===== config.mk =====
export PLATFORM = sky130hd
export DESIGN_NAME = mole_round_ctrl
export DESIGN_NICKNAME = d
export VERILOG_FILES = /design/src/rtl/mole_round_ctrl.sv
export SDC_FILE = /design/constraint.sdc
export NUM_CORES = 1
export LEC_CHECK = 0
export ABC_AREA = 1
export BUFFER_PORTS_ARGS = -buffer_cell sky130_fd_sc_hd__buf_4
export CAP_MARGIN = 20
export CORE_MARGIN = 2
export CORE_UTILIZATION = 48
export CTS_CLUSTER_DIAMETER = 200
export DETAILED_ROUTE_END_ITERATION = 10
export PLACE_DENSITY = 0.66
export SYNTH_ARGS = -nofsm -noshare
export SYNTH_HDL_FRONTEND = slang
export SYNTH_SLANG_ARGS = --single-unit

===== constraint.sdc =====
create_clock -name clk -period 3.4 [get_ports clk]
set_input_delay 0.68 -clock clk [delete_from_list [all_inputs] [get_ports clk]]
set_output_delay 0.68 -clock clk [all_outputs]
set_load 0.01 [all_outputs]

===== src/rtl/mole_round_ctrl.sv =====
// Whack-a-mole round controller: paces rounds on a tick,
// lights one mole per round and scores presses across three phases.
module mole_round_ctrl #(
  parameter int N_MOLES   = 8,
  parameter int TICK_DIV  = 100000000,
  parameter int SCORE_W   = 8,
  parameter int ROUNDS_P1 = 8,
  parameter int ROUNDS_P2 = 8,
  parameter int ROUNDS_P3 = 8,
  parameter int UP_P1     = 3,
  parameter int UP_P2     = 2,
  parameter int UP_P3     = 1,
  localparam int IDX_W    = $clog2(N_MOLES)
) (
  input  logic               clk,
  input  logic               reset,
  input  logic               start,
  input  logic [N_MOLES-1:0] button,
  input  logic [IDX_W-1:0]   number,
  output logic [N_MOLES-1:0] led,
  output logic [SCORE_W-1:0] score,
  output logic [7:0]         misses,
  output logic [1:0]         phase,
  output logic               done
);

  localparam int CW = (TICK_DIV > 1) ? $clog2(TICK_DIV) : 1;

  typedef enum logic [1:0] {
    IDLE,
    GAP,
    UP,
    DONE
  } state_e;

  state_e state_q, state_d;

  logic [CW-1:0]      cnt_q;
  logic               tick;
  logic [N_MOLES-1:0] btn_m, btn_s, btn_p;
  logic               press;
  logic [IDX_W-1:0]   idx_q;
  logic [N_MOLES-1:0] led_c;
  logic [15:0]        up_q;
  logic [15:0]        round_q;
  logic [1:0]         phase_q;
  logic [SCORE_W-1:0] score_q;
  logic [7:0]         miss_q;
  logic [15:0]        rlim, ulim;
  logic               timeout;
  logic               round_end;
  logic               last_in_phase;
  logic               hit;
  logic [SCORE_W:0]   sum;
  logic [SCORE_W-1:0] score_nx;
  logic [7:0]         miss_nx;

  assign tick = (cnt_q == CW'(TICK_DIV - 1));

  // counter realigns to 0 whenever the FSM enters a new state
  always_ff @(posedge clk or negedge reset) begin
    if (!reset) begin
      cnt_q <= '0;
    end else if ((state_d != state_q) || tick) begin
      cnt_q <= '0;
    end else begin
      cnt_q <= cnt_q + 1'b1;
    end
  end

  always_ff @(posedge clk or negedge reset) begin
    if (!reset) begin
      btn_m <= '1;
      btn_s <= '1;
      btn_p <= '1;
    end else begin
      btn_m <= button;
      btn_s <= btn_m;
      btn_p <= btn_s;
    end
  end

  assign press = (btn_s != '1) && (btn_p == '1);

  always_comb begin
    led_c = '0;
    for (int i = 0; i < N_MOLES; i++) begin
      if (32'(idx_q) == i) led_c[i] = 1'b1;
    end
    if (32'(idx_q) >= 32'(N_MOLES)) led_c[0] = 1'b1;
  end

  always_comb begin
    case (phase_q)
      2'd2:    begin rlim = 16'(ROUNDS_P2); ulim = 16'(UP_P2); end
      2'd3:    begin rlim = 16'(ROUNDS_P3); ulim = 16'(UP_P3); end
      default: begin rlim = 16'(ROUNDS_P1); ulim = 16'(UP_P1); end
    endcase
  end

  assign hit           = press && (btn_s == ~led_c);
  assign timeout       = tick && (up_q == ulim - 16'd1);
  assign round_end     = (state_q == UP) && (press || timeout);
  assign last_in_phase = (round_q == rlim - 16'd1);

  assign sum      = {1'b0, score_q} + {{(SCORE_W-1){1'b0}}, phase_q};
  assign score_nx = sum[SCORE_W] ? '1 : sum[SCORE_W-1:0];
  assign miss_nx  = (miss_q == 8'hFF) ? miss_q : miss_q + 8'd1;

  always_ff @(posedge clk or negedge reset) begin
    if (!reset) begin
      state_q <= IDLE;
    end else begin
      state_q <= state_d;
    end
  end

  always_comb begin
    state_d = state_q;
    unique case (state_q)
      IDLE, DONE: if (start) state_d = GAP;
      GAP:        if (tick) state_d = UP;
      UP: begin
        if (round_end) begin
          state_d = (last_in_phase && phase_q == 2'd3) ? DONE : GAP;
        end
      end
      default:    state_d = IDLE;
    endcase
  end

  always_comb begin
    led    = (state_q == UP) ? led_c : '0;
    done   = (state_q == DONE);
    score  = score_q;
    misses = miss_q;
    phase  = phase_q;
  end

  always_ff @(posedge clk or negedge reset) begin
    if (!reset) begin
      idx_q   <= '0;
      up_q    <= '0;
      round_q <= '0;
      phase_q <= '0;
      score_q <= '0;
      miss_q  <= '0;
    end else begin
      unique case (state_q)
        IDLE, DONE: begin
          if (start) begin
            score_q <= '0;
            miss_q  <= '0;
            round_q <= '0;
            phase_q <= 2'd1;
          end
        end
        GAP: begin
          if (tick) begin
            idx_q <= number;
            up_q  <= '0;
          end
        end
        UP: begin
          if (round_end) begin
            if (hit) begin
              score_q <= score_nx;
            end else begin
              miss_q <= miss_nx;
            end
            if (last_in_phase) begin
              round_q <= '0;
              phase_q <= (phase_q == 2'd3) ? 2'd0 : phase_q + 2'd1;
            end else begin
              round_q <= round_q + 16'd1;
            end
          end else if (tick) begin
            up_q <= up_q + 16'd1;
          end
        end
        default: ;
      endcase
    end
  end

endmodule

## Word level (Yosys, flattened, before mapping)

Index checks and enable logic that the tools add are counted.

| storage, ports and cells | value |
|---|---|
| bits in registers | 106 |
| output and inout port bits | 27 |

| operators by class | value |
|---|---|
| eq/ne operators | 29 |
| add/subtract/negate cells | 7 |
| bitwise gates (word level) | 1 |
| muxes and demuxes | 38 |
| reductions and logical operators | 18 |

Operator list:

| cell | number |
|---|---|
| 16-bit two-way mux | 6 |
| 8-bit two-way mux | 8 |
| 16-bit case mux with 2 select lines | 2 |
| 16-bit by 1-bit adder with 16-bit output (second input constant) | 2 |
| 8-bit case mux with 2 select lines | 2 |
| 27-bit by 1-bit adder with 27-bit output (second input constant) | 1 |
| 27-bit equality test (second input constant) | 1 |
| 27-bit two-way mux | 1 |
| 2-bit != test (second input constant) | 9 |
| 16-bit equality test | 1 |
| 16-bit by 3-bit equality test with 1-bit output (second input constant) | 1 |
| 8-bit equality test (second input constant) | 2 |
| 2-bit two-way mux | 8 |
| 16-bit by 1-bit subtractor with 16-bit output (second input constant) | 1 |
| 3-bit equality test (second input constant) | 4 |
| 4-bit AND reduction | 3 |
| 8-bit by 2-bit adder with 9-bit output | 1 |
| 8-bit by 1-bit adder with 8-bit output (second input constant) | 1 |
| 2-bit equality test (second input constant) | 4 |
| 8-bit equality test | 1 |
| 1-bit two-way mux | 8 |
| 8-bit != test (second input constant) | 1 |
| 8-bit inverter | 1 |
| 2-bit case mux with 2 select lines | 2 |
| 15 further kinds | 22 |

## Logic depth before layout (Yosys ltp)

| depth | value |
|---|---|
| depth after elaboration | 12 |
| gate-level depth with buffers | 17 |

## Worst setup path after synthesis

No wires, ideal clock.

| timing path | value |
|---|---|
| path kind | register -> output |
| start point | register state_q[0] |
| end point | output led[0] |
| path slack | 1.155 ns |
| stages on the path, launching flop included | 8 |
| data required time | 2.720 ns |
| buffers on the path | 3 |
| arrival time | 1.565 ns |
| cells stage by stage | dfrtp_1 -> inv_1 -> ha_1 -> buf_2 -> inv_1 -> clkbuf_1 -> clkbuf_1 -> nor2_1 |

| on the way | value |
|---|---|
| word-level cells in the longest chain between the ends | 2 |

Ends and longest elaborated chain:

| what | RTL line | source |
|---|---|---|
| start: declaration | 36 | `state_e state_q, state_d;` |
| start signal: assignment | 114 | `state_q <= state_d;` |
| 2-bit equality test | 133 | `led = (state_q == UP) ? led_c : '0;` |
| 8-bit two-way mux | 133 |  |
| end: declaration | 20 | `output logic [N_MOLES-1:0] led,` |

Every way passes these cells.

## Final worst setup path

| timing path | value |
|---|---|
| start point | register state_q[0] |
| end point | output led[5] |

The elaborated chain is that of the path after synthesis.

==> impl_metrics.ini <==
[run_status]
outcome = completed

[synth]
synth_edf_count = 0
syn_avg_cell_area_sq_um = 8.242
ys_ff_latch = 106
synth_compound_area_frac = 0.07768
synth_cells = 725
syn-cell-area_sq_um = 5976
synth_top_family_by_area = simple AND/OR/NAND/NOR gates
synth_seq_area_share = 0.4489
synth_nets = 751
synth.distinct_cells = 42
yosysWarnings = 0
synth_xor_area_frac = 0.05716
muxShareOfSynthArea = 0.005653
yosys.area_share.simple = 0.3099
synth_fa_ha_area_frac = 0.02638
async_reset_ff_frac = 1.000
synthFlopType = dfrtp_1

[floorplanning]
core-area_sq_um = 12060
die-area_sq_um = 13360
initial_core_util = 0.4954
fp.dieH_microns = 115.6
num_io_pins = 41
die_x_microns = 115.6
num_rows = 40

[timing]
setup_ws_ns = 0.7242
setup_viol = 0
whs_ns = 0.3206
finalCriticalPeriod_ns = 2.676
hold_viol = 0
slew-limit-headroom = 0.4804
drv_slew = 0
worst_pin_slew_ns = 0.7765
period_share = 0.7870
finClkSkew_ns = 0.008650
max_freq_mhz = 373.7
rsz0062_at_grt = no
setup_tns_ns = 0

[placed_design]
globalplace.congestion = 0.8871
hpwl_microns = 8737
dp_slack_ns = 0.7950
port_buffers = 40

[detailed_routing]
routed_wirelength_microns = 12300
num_vias = 4838
routedWlPerCell_microns = 13.12
drc = 0
viasPerCell = 5.163
ant_nets = 0
drtIter0Drc = 305
firstDrtPassIters = 5

[power]
p_leak_nw = 2.955
powerDensity_nw_per_um2 = 465.5
ir_drop_uv = 332.7

[run]
drv_cap = 0

[critical_path]
cp-end-kind = primary output
worstPathRequired_ns = 2.72
arrival_ns = 2.00
critPathLaunchType = flop
critical_path_class = reg -> out
cp_max_fo = 29

[clocking]
clk_latency_ns = 0.36
htree_num_levels = 3
clkSlewWorstSetupHoldPaths_ns = 0.07
postCtsSetupBuffers = 0
cts_tree = yes
cts_buffer_depth = 2
ctsResizeCount = 0
clock-sinks = 106
holdBufCountCts = 0
cts-root-buf = clkbuf_16
cts-buffers-inserted = 9

[min_path]
hold_path_class = in -> async

[cells_and_area]
fin_util = 0.5557
layout_commonest_cell = nand2_1
layout.nets = 790
diodes = 0
seq_area_sq_um = 2683
multi_input_area_sq_um = 2849
area_delta_synth_final_pct = 12.17
final_cell_mix = 139 x nand2_1, 87 x nor2_1, 83 x inv_1, 82 x dfrtp_1, 53 x nand3_1
fillCellCount = 1106
drive_above_1_share = 0.1782

[global_route]
antenna_found_initial = 0
grt_max_degree = 63
grt_overflow = 0
grt_pass1_wl_microns = 21400
first_global_vias = 4568
grt.total_usage = 0.2003
-- stage by stage --
stage          std cells  instance area (sq um)  total power (W)
2_1_floorplan        725                   5976         0.002060
3_3_place_gp         921                   6407         0.002081
3_5_place_dp         921                   6407         0.002107
4_1_cts              937                   6703         0.003161
5_1_grt              937                   6703         0.003287
6_report             937                   6703         0.003120
-- area by class of cell --
type	count	share of cell area
well taps	168	0.03136
inverters	88	0.04928
clock inverters	7	0.01045
repair buffers	43	0.05003
clock buffers	9	0.03360
multi-input cells	516	0.4251
flip-flops and latches	106	0.4002
-- synthesized netlist by cell type (10+ instances only) --
cell	count	area, sq um
o21ai_0	41	205.2
nor3_1	18	90.09
dfstp_2	24	630.6
nor2_4	21	236.5
dfrtp_1	82	2052
a21oi_1	24	120.1
nor2_1	87	326.6
nand3_1	53	265.3
nand2_1	139	521.8
xor2_1	29	254.0
nand4_1	22	137.6
ha_1	11	137.6
xnor2_1	10	87.58
inv_1	83	311.6
-- state kept, by name, indices dropped and copies added, names as in the netlist --
register	cells
state_q	2
round_q	16
btn_m	8
idx_q	3
btn_p	8
phase	2
score	8
up_q	16
btn_s	8
misses	8
cnt_q	27
-- power breakdown --
part           internal, W  switching [W]
clock             0.000521       0.000523
sequential         0.00132      0.0000473
combinational     0.000151       0.000556
-- final timing paths --
kind | to | slack, ns | cells after the start | startpoint
max in group asynchronous | btn_p[3]$_DFF_PN1_ | 2.30 | 2 | reset
worst max register to register | cnt_q[2]$_DFF_PN0_ | 0.79 | 13 | cnt_q[0]$_DFF_PN0_
worst max-delay path | led[5] | 0.72 | 6 | state_q[0]$_DFF_PN0_
worst min-delay path | cnt_q[5]$_DFF_PN0_ | 0.32 | 1 | reset
min in group clk | btn_s[7]$_DFF_PN1_ | 0.36 | 0 | btn_m[7]$_DFF_PN1_
worst min register to register | btn_s[7]$_DFF_PN1_ | 0.36 | 0 | btn_m[7]$_DFF_PN1_
-- kinds of logic (layout without fill, tap and decap cells) --
| kind of cell | count (synthesis) | count (layout) |
|---|---|---|
| muxes | 3 | 3 |
| DFF | 106 | 106 |
| buffers and inverters | 103 | 147 |
| AOI/OAI and AO/OA | 85 | 85 |
| adders and majority gates | 12 | 12 |
| xor gates and xnor gates | 39 | 39 |
| and+or+nand+nor | 377 | 377 |
-- worst max-delay path, cell delays in order, from the launching register on --
cell     delay (ns)
dfrtp_1        0.43
inv_1          0.11
ha_1           0.40
inv_1          0.11
buf_4          0.26
nor2_1         0.18
buf_4          0.14
-- per-layer routing --
metal / vias to the layer above / wire length [microns] / GRT usage
li1: 2430 / - / -
met1: 2302 / 5918 / 0.2817
met2: 94 / 5768 / 0.3166
met3: 12 / 425 / 0.02981
met4: 0 / 185 / 0.07309
met5: - / 0 / 0
Note: power is estimated with default switching activity, not from simulation.
